### src/rtl/booth_controller.sv
// Sequencing FSM for a radix-2 Booth multiplier: loads both operands from a shared bus,
// runs N evaluate/shift iterations, then presents the product as a high and a low half.
module booth_controller #(
  parameter int unsigned N  = 5,
  parameter int unsigned CW = 3
) (
  input  logic clk,
  input  logic rst_n,
  input  logic start,
  input  logic q1,
  input  logic q0,
  output logic ldM1,
  output logic ldM2,
  output logic clrq,
  output logic ldq,
  output logic sh,
  output logic add,
  output logic sub,
  output logic sel,
  output logic busy,
  output logic out_valid,
  output logic done
);

  typedef enum logic [2:0] {
    StIdle  = 3'd0,
    StLoadX = 3'd1,
    StLoadY = 3'd2,
    StEval  = 3'd3,
    StShift = 3'd4,
    StOutHi = 3'd5,
    StOutLo = 3'd6
  } state_e;

  localparam logic [CW-1:0] LastIter = CW'(N - 1);

  state_e        state_q, state_d;
  logic [CW-1:0] cnt_q, cnt_d;

  always_ff @(posedge clk or negedge rst_n) begin
    if (!rst_n) begin
      state_q <= StIdle;
      cnt_q   <= '0;
    end else begin
      state_q <= state_d;
      cnt_q   <= cnt_d;
    end
  end

  // Outputs decode from state only, except add/sub/ldq in EVAL which follow the
  // registered Booth pair from the datapath.
  always_comb begin
    state_d   = state_q;
    cnt_d     = cnt_q;
    ldM1      = 1'b0;
    ldM2      = 1'b0;
    clrq      = 1'b0;
    ldq       = 1'b0;
    sh        = 1'b0;
    add       = 1'b0;
    sub       = 1'b0;
    sel       = 1'b0;
    busy      = 1'b1;
    out_valid = 1'b0;
    done      = 1'b0;

    case (state_q)
      StIdle: begin
        busy = 1'b0;
        if (start) begin
          state_d = StLoadX;
        end
      end
      StLoadX: begin
        ldM1    = 1'b1;
        state_d = StLoadY;
      end
      StLoadY: begin
        ldM2    = 1'b1;
        clrq    = 1'b1;
        cnt_d   = '0;
        state_d = StEval;
      end
      StEval: begin
        case ({q1, q0})
          2'b01: begin
            add = 1'b1;
            ldq = 1'b1;
          end
          2'b10: begin
            sub = 1'b1;
            ldq = 1'b1;
          end
          default: ;
        endcase
        state_d = StShift;
      end
      StShift: begin
        sh    = 1'b1;
        cnt_d = cnt_q + CW'(1);
        if (cnt_q == LastIter) begin
          state_d = StOutHi;
        end else begin
          state_d = StEval;
        end
      end
      StOutHi: begin
        out_valid = 1'b1;
        state_d   = StOutLo;
      end
      StOutLo: begin
        sel       = 1'b1;
        out_valid = 1'b1;
        done      = 1'b1;
        state_d   = StIdle;
      end
      default: begin
        // Illegal encoding: recover to IDLE on the next clock.
        busy    = 1'b0;
        cnt_d   = '0;
        state_d = StIdle;
      end
    endcase
  end

endmodule

### config.mk
export PLATFORM = sky130hd
export DESIGN_NAME = booth_controller
export DESIGN_NICKNAME = d
export VERILOG_FILES = /design/src/rtl/booth_controller.sv
export SDC_FILE = /design/constraint.sdc
export NUM_CORES = 1
export LEC_CHECK = 0
export ABC_AREA = 1
export CAP_MARGIN = 10
export CORE_AREA = 2 2 39 41
export DETAILED_ROUTE_END_ITERATION = 7
export DIE_AREA = 0 0 41 43
export SLEW_MARGIN = 20
export SYNTH_ARGS = -nofsm -noshare
export SYNTH_HDL_FRONTEND = slang
export SYNTH_SLANG_ARGS = --single-unit
export TNS_END_PERCENT = 10
### constraint.sdc
create_clock -name clk -period 2.2 [get_ports clk]
set_clock_uncertainty 0.2 [all_clocks]
set_input_delay 0.44 -clock clk [delete_from_list [all_inputs] [get_ports clk]]
set_output_delay 0.44 -clock clk [all_outputs]
set_load 0.03 [all_outputs]
=== Yosys cells after proc, flatten, opt, wreduce, memory -nomap -nowiden ===
Index checks and enable logic that the tools add are counted.

* Add/subtract/negate cells: 1
* Eq/ne operators: 10
* Mux-type cells: 16
* Reductions and logical operators: 5

{| class="wikitable"
|+ Operators by type and width
! cell !! count
|-
| $pmux 3 s6 || 1
|-
| $eq 3x3->1 const B || 4
|-
| $mux 1 || 12
|-
| $eq 3x2->1 const B || 2
|-
| $mux 3 || 2
|-
| $pmux 3 s2 || 1
|-
| $reduce_or 6->1 || 1
|-
| $reduce_or 5->1 || 1
|-
| $reduce_or 2->1 || 2
|-
| $add 3x1->3 const B || 1
|-
| $eq 3x1->1 const B || 1
|-
| $logic_not 3->1 || 1
|-
| $eq 2x1->1 const B || 1
|-
| $eq 2x2->1 const B || 1
|-
| $ne 2x2->1 const B || 1
|}

* Bits in registers: 6
* Output and inout port bits: 11
* Logic and storage cells: 34

=== Logic depth before layout (Yosys ltp) ===
Gate-level depths: netlist (run 1).

* Word-level depth: 4
* Gate-level depth with buffers: 6

=== Worst setup path before layout (run 1) ===
OpenSTA, ideal clock, no wires.

* Path type: register to output
* Start point: register state_q[0]
* End point: output port busy
* Arrival: 1.405 ns
* Slack: 0.155 ns
* Cell stages (with the launch flop): 5
* Buffers on the path: 1
* Cell sequence: dfrtp_1 > buf_2 > nor3_2 > nor2_1 > nand4_1

* Word-level cells in the longest chain between the ends: 3
* Elaborated cells on any way between the ends: 8
* Classes of those cells: eq/ne: 6; mux: 1; reduce/logical: 1

{| class="wikitable"
|+ Ends and longest elaborated chain
! item !! RTL line !! RTL
|-
| start, declared || 37 || <nowiki>state_e state_q, state_d;</nowiki>
|-
| start signal, assigned || 42 || <nowiki>state_q <= StIdle;</nowiki>
|-
| start signal, assigned || 45 || <nowiki>state_q <= state_d;</nowiki>
|-
| $eq 3x3->1 (tied with other cells) || 67 || <nowiki>case (state_q)</nowiki>
|-
| $reduce_or 6->1 (no line) (*) || - ||
|-
| $mux 1 (*) || 67 ||
|-
| end, declared || 20 || <nowiki>output logic busy,</nowiki>
|}

Mark *: on every way between the ends. The rest lies on a longest branch, timed or not.

=== Final worst setup path (run 1) ===
* Start point: register state_q[0]
* End point: output port out_valid

* Word-level cells in the longest chain between the ends: 3
* Elaborated cells on any way between the ends: 4
* Classes of those cells: eq/ne: 2; mux: 1; reduce/logical: 1

{| class="wikitable"
|+ Ends and longest elaborated chain
! item !! RTL line !! RTL
|-
| $eq 3x3->1 || 67 ||
|-
| $reduce_or 2->1 (no line) (*) || - ||
|-
| $mux 1 (*) || 67 ||
|-
| end, declared || 21 || <nowiki>output logic out_valid,</nowiki>
|}

Marked as above.

==> results summary, run 1 <==
The maximum clock rate is 480 MHz. The die is roughly 43 um tall. The clock tree from TritonCTS is yes. The clock slew at the register clock pins of the worst setup and hold paths is approximately 0.040 ns. The worst relative slew slack came out at between 70% and 80%. The total of hold buffers inserted after clock tree synthesis is 0. The area used by multi-input combinational logic is roughly 220 um^2. The post-synthesis area per instance came out at 7.51 um^2. The number of nets produced by synthesis is 66. The number of top-level pins is 16.

The floorplan die width came out at ~41 um. Clock latency on the worst-skew pair, taken at its later pin, is 0.24 ns. The worst-case setup margin in the final layout is between 0.1 and 0.15 ns.

The final weighted congestion in routability-driven placement is 0.710. The count of mapped cells out of synthesis came out at 57. The area taken by flip-flops and latches is roughly 150 um^2. The number of routed nets with antenna violations came out at 0.

IR analysis of the VDD net gives a maximum drop of about 0.43 mV. The initial core utilization came out at 30.9%. The number of clock buffers inserted by TritonCTS came out at 3. The synthesized design contains 6 register bits.

The detailed router's first-iteration violation count is 9. The setup violation total in the final timing report came out at 0. The number of warning messages in the yosys log came out at 0. The startpoint of the most critical setup path is state_q[0]$_DFFE_PN0P_.

The worst setup path is captured at an output pin. The residual DRC count is 0. In this run the number of H-tree levels came out at 1.

Summing every instance area after synthesis gives 428 um^2. The wire-length estimate of the detail-placed layout is ~750 um. The internal power is approximately 0.00038 W. The master cell of the clock root buffer is clkbuf_4. The floorplan has 14 rows. The setup slack after placement is approximately 0.045 ns.

The global-route total usage across every layer came out at approximately 13%. The finished cells cover around 600 um^2. The number of global-route vias before repair came out at between 300 and 400. The run finished with clean final reports. The final count of pins violating max slew is 0.

The largest net degree at the start of global routing came out at 9. After global routing the overflow that remains totals 0. The share of the clock period used by the worst path after layout came out at 94.8%. The library cell used most frequently in the layout, excluding fill and tap cells, is nand2_1.

The sequential area share after synthesis is roughly a third. The maximum fanout count along the critical path came out at 8. The global-route wire length before repair came out at about 1400 um.

CTS saw 6 sinks. By startpoint and endpoint, the worst setup path is classified as reg -> out. The clock network power share came out at between 10% and 20%.

The signed area change from the synthesized netlist to the final layout came out at 42.4%. The maximum number of buffers from clock root to sink is 2. At the worst endpoint, the arrival time is approximately 1.5 ns. The post-route minimum period is between 2 and 2.5 ns. The placed cell area is 591 um^2. The number of antenna violations at the first check in global routing is 0. The area of the core region is between 1000 and 1500 um^2.

The analysis attributes to cell leakage a power of around 0.36 nW. Cells fill 44.0% of the core in the end. STA classifies the critical path startpoint as a flop. The final layout contains between 80 and 90 nets. The measured slew at the worst slew-check pin came out at roughly 0.33 ns.

The area enclosed by the die boundary is about 1800 um^2. The ratio of cells with drive above 1 in the final layout came out at 17.3%. The final-report hold violation count is 0. The post-CTS setup repair buffer count came out at 0. The average wire length per cell after detail routing is between 9 and 10 um. For this block, the routed nets add up to just under 900 um of wire.

The netlist uses 16 different library cells. The origin of the critical flop-to-flop path is state_q[1]$_DFFE_PN0P_. The number of max-capacitance violations reported is 0. Sequential cells burn between 20% and 30% of the power.

The via count is ~410. The power density normalized to cell area is around 1300 nW/um^2. Combinational cells account for between 60% and 70% of the total power. The type of the worst min-delay path is in -> async. The number of antenna diodes in the final layout is 0.

Input and output buffers added on the ports amount to 15. The required time at the endpoint of the critical path is roughly 1.6 ns. The analysis attributes to net switching a power of around 0.0004 W. In the routed layout, each cell is associated on average with a via count of around 4.5. The total of fill cells in the finished design is roughly 150. Setup repair after global routing could not meet its margin everywhere. The first detailed-routing pass ran for 2 iterations. The top cell types in the final layout, fill and taps aside, are nand2_1, inv_1, buf_4, nand3_1, dfrtp_1. The switching part of the total came out at between 50% and 60%.
## flip-flops by register name, summed over array words and instances (netlist names)
name and cells:
state_q 3, cnt_q 3
## worst paths after layout
kind | endpoint | slack [ns] | depth (start not counted)
min | cnt_q[0]$_DFFE_PN0N_ | 0.24 | 1
max in group asynchronous | state_q[0]$_DFFE_PN0P_ | 1.35 | 1
min reg2reg | cnt_q[1]$_DFFE_PN0N_ | 0.30 | 2
max | out_valid | 0.11 | 4
max reg2reg | cnt_q[2]$_DFFE_PN0N_ | 0.77 | 6
min in group clk | cnt_q[1]$_DFFE_PN0N_ | 0.30 | 2
## layout make-up
type	instances	share of cell area, %
sequential	6	24.6
tap	16	3.29
multi-input combinational	37	35.5
timing repair buffer	18	26.1
clock buffer	3	3.70
inverter	11	6.78
## through the flow
stage | std cells | power (W) | setup TNS [ns] | hold slack [ns]
after floorplan | 57 | 0.000546 | 0 | -0.0556
after global placement | 88 | 0.000719 | 0 | 0.292
after detailed placement | 88 | 0.000723 | 0 | 0.297
after CTS | 91 | 0.000796 | 0 | 0.237
after global routing | 91 | 0.000858 | -0.00223 | 0.247
final | 91 | 0.000786 | 0 | 0.236
## power by group through the flow
stage / logic (W) / registers [W] / clock network [W]
floorplan: 0.000366 / 0.000180 / 0
global placement: 0.000508 / 0.000212 / 0
detailed placement: 0.000511 / 0.000212 / 0
CTS: 0.000480 / 0.000211 / 0.000105
global route: 0.000523 / 0.000220 / 0.000115
finish: 0.000475 / 0.000212 / 0.0000989
## critical path, stage by stage, from the launching register on
cell and delay, ns:
dfrtp_1 0.48, inv_1 0.12, nand3_1 0.13, nand2_1 0.08, dlygate4sd2_1 0.39
## routing by layer
| metal | global-route usage (%) | up-vias | routed length (um) |
|---|---|---|---|
| li1 | - | 215 | - |
| met1 | 14.6 | 183 | 383 |
| met2 | 17.8 | 13 | 435 |
| met3 | 4.71 | 2 | 55 |
| met4 | 10.0 | 0 | 17 |
| met5 | 0 | - | 0 |
## Yosys cell counts
cell	number	area share, %
nand3_1	6	7.0
inv_1	10	8.8
nand4_1	2	2.9
nand3b_1	1	1.8
xor2_1	1	2.0
nand2_1	14	12
o21ai_0	1	1.2
a21oi_1	1	1.2
nor3_2	1	2.3
buf_2	1	1.2
buf_4	2	3.5
dfrtp_1	6	35
nor2_1	5	4.4
ha_1	4	12
inv_2	1	0.88
nor3_4	1	3.8
## cell families (layout without fill, tap and decap cells)
family	after synthesis	count (layout)	share of synthesized area [%]
flops	6	6	35.1
buf+inv	14	32	14.3
simple gates	30	30	34.5
xor+xnor	1	1	2.05
compound gates	2	2	2.34
fa+ha+maj	4	4	11.7
## repair_timing
| action | 4_1_cts | 5_1_grt |
|---|---|---|
| hold endpoints to repair | 0 | 0 |
| pin swaps | 0 | 1 |
| resized for setup | 7 | 3 |
| endpoints found under the setup margin | 7 | 3 |
Power figures use the tool's default switching activity.
==> inputs of run 2 (changes only) <==
--- a/config.mk
+++ b/config.mk
@@ -10,6 +10,7 @@
 export CORE_AREA = 2 2 39 41
 export DETAILED_ROUTE_END_ITERATION = 7
 export DIE_AREA = 0 0 41 43
+export RECOVER_POWER = 25
 export SLEW_MARGIN = 20
 export SYNTH_ARGS = -nofsm -noshare
 export SYNTH_HDL_FRONTEND = slang
==> run 2 against run 1 <==
Compared with the run above:
- clock power is essentially flat
- register-to-register slack about the same
- power barely moved
- worst hold slack better by 0.068 ns
- first-iteration DRC count did not move
- critical path depth did not move
- setup slack is essentially flat
- sequential share of layout area did not move
- sequential cell count unchanged
- combinational power about the same
- maximum frequency about the same
- via count did not move
- critical endpoint unchanged
- highest routed layer unchanged
==> results summary, run 2 (synthesized netlist as in run 1, its figures left out) <==
The flow ran to the end, and the final reports show no timing, DRC or antenna violations. The number of routed nets with antenna violations is 0 (unchanged). The detailed router's first-iteration violation count came out at 9 (unchanged). The global-route total usage across every layer came out at 12.7% (unchanged). The category of the worst setup path launch point is a flop. The residual DRC count is 0 (unchanged). The power density normalized to cell area came out at 1290 nW/um^2 (about the same).

The delay of the slowest cell on the worst path is 0.48 ns (about the same). The overall power came out at 0.000786 W (about the same). Setup repair after global routing could not meet its margin everywhere. The maximum vdd ir drop came out at 0.433 mV (about the same). The count of buffer and inverter cells on the critical path is 2 (unchanged). The number of clock buffers inserted by TritonCTS is 3 (unchanged). The logic depth of the worst setup path including buffers is 4 (unchanged).

The post-CTS setup repair buffer count came out at 0 (unchanged). The clock slew at the register clock pins of the worst setup and hold paths came out at 0.04 ns (about the same). The floorplan die width is 41 um (unchanged).

The total of hold buffers inserted after clock tree synthesis is 0 (unchanged). The HPWL after detailed placement came to 747 um (unchanged). The number of top-level pins is 16 (unchanged). The layout net count came out at 86 (unchanged).

The number of I/O port buffers is 15 (unchanged). The routed wire length is 890 um (-0.11%). The worst relative slew slack is 77.9% (about the same).

The master of the slowest instance on the critical path is dfrtp_1. The final weighted congestion in routability-driven placement is 0.710 (unchanged). The total leakage power is 0.363 nW (about the same). The average wire length per cell after detail routing is 9.78 um (-0.11%). The measured slew at the worst slew-check pin is 0.331 ns (-0.000132 ns). The largest net degree at the start of global routing came out at 9 (unchanged). Traced cell by cell, the critical path runs through inv_1 -> nand3_1 -> nand2_1 -> dlygate4sd2_1. The global route total overflow came out at 0 (unchanged).

The die height is 43 um (unchanged). The via-per-instance ratio is 4.54 (unchanged). In the layout the commonest cells are nand2_1, inv_1, buf_4, nand3_1, dfrtp_1. The final-report hold violation count came out at 0 (unchanged). The diode insertion count for antenna repair came to 0 (unchanged). The number of placement rows came out at 14 (unchanged). The via count came out at 413 (unchanged). The largest registers in the layout are cnt_q (3), state_q (3).

The clock sink count is 6 (unchanged). TritonCTS built the clock tree. The library cell used most frequently in the layout, excluding fill and tap cells, is nand2_1. The share of the clock period used by the worst path after layout was 94.8% (about the same). Among cell families on the critical path, the largest total delay comes from buffers and inverters. The worst hold path belongs to the class reg -> reg. The number of global-route vias before repair is 345 (unchanged). The setup violation total in the final timing report came out at 0 (unchanged). The area enclosed by the die boundary was 1760 um^2 (unchanged).

The setup path with the least slack is of type reg -> out. The initial core utilization came out at 30.9% (unchanged). In this run the clock root is driven by a clkbuf_4. The maximum clock rate is 480 MHz (about the same). The maximum fanout count along the critical path came out at 8 (unchanged). The clock latency of the later-clocked register in the worst-skew pair was 0.24 ns (about the same).

The post-route minimum period came out at 2.08 ns (-0.000100 ns). The type of destination of the critical path is an output pin. The required time at the endpoint of the critical path is 1.56 ns (about the same). The maximum level of the CTS H-tree is 1 (unchanged). The maximum number of buffers from clock root to sink is 2 (unchanged). The arrival time of data at the critical path endpoint is 1.44 ns (about the same). The signed area change from the synthesized netlist to the final layout came out at 42.4% (unchanged). The number of antenna violations at the first check in global routing came out at 0 (unchanged). The number of max-capacitance violations reported came out at 0 (unchanged).

The final-layout setup total negative slack was 0 ns (unchanged). The global-route wire length before repair was 1410 um (unchanged). The final count of pins violating max slew is 0 (unchanged). The depth of the most critical reg-to-reg path is 6 (unchanged).

The number of iterations in the first detailed-routing pass came to 2 (unchanged). The cell depth of the worst hold path is 2. The ratio of cells with drive above 1 in the final layout came out at 17.3% (unchanged).

The area of the core region is 1380 um^2 (unchanged).
run 2: routing by layer:
metal  track usage [%]  up-vias  part of all wire [%]
li1                  -      215                     -
met1              14.6      183                    43
met2              17.8       13                    49
met3              4.71        2                   6.2
met4              10.0        0                   1.9
met5                 0        -                     0
run 2: where the power goes:
group / internal [W] / switching [W]
Clock: 0.0000615 / 0.0000374
Sequential: 0.000147 / 0.0000648
Combinational: 0.000173 / 0.000301
Total: 0.000382 / 0.000404
run 2: area by class of cell:
cell class | count | area (um^2)
clock buffer | 3 | 22.5
fill | 153 | 774
inverter | 11 | 41.3
multi-input combinational | 37 | 216
sequential | 6 | 150
tap | 16 | 20.0
timing repair buffer | 18 | 159
run 2: final timing paths:
path	from	end	slack [ns]
setup / recovery	state_q[0]$_DFFE_PN0P_	out_valid	0.12
hold reg to reg	cnt_q[1]$_DFFE_PN0N_	cnt_q[1]$_DFFE_PN0N_	0.30
max in group asynchronous	rst_n	state_q[0]$_DFFE_PN0P_	1.28
hold / removal	cnt_q[1]$_DFFE_PN0N_	cnt_q[1]$_DFFE_PN0N_	0.30
setup reg to reg	state_q[1]$_DFFE_PN0P_	cnt_q[2]$_DFFE_PN0N_	0.77
min in group asynchronous	rst_n	cnt_q[0]$_DFFE_PN0N_	0.31
run 2: timing repair:
item,4_1_cts,5_1_grt
gates cloned,0,0
gates resized for setup,7,3
hold endpoints to repair,0,0
endpoints found under the setup margin,7,3
pin swaps,0,1
run 2: through the flow:
| step | cells | utilization, % | hold WS, ns | cell area (um^2) | setup WS [ns] |
|---|---|---|---|---|---|
| floorplan | 57 | - | -0.0556 | 428 | 0.155 |
| global placement | 88 | 42.7 | 0.292 | 591 | 0.0618 |
| detailed placement | 88 | 42.7 | 0.297 | 591 | 0.0455 |
| CTS | 91 | 43.7 | 0.237 | 604 | 0.0385 |
| global route | 91 | 44.0 | 0.318 | 609 | -0.00223 |
| finish | 91 | 44.0 | 0.304 | 609 | 0.115 |
run 2: worst min-delay path: cells and delay by family, from the launching register on:
family / cells / cell delay (ns)
flip-flops: 1 / 0.36
AND/OR/NAND/NOR: 2 / 0.11
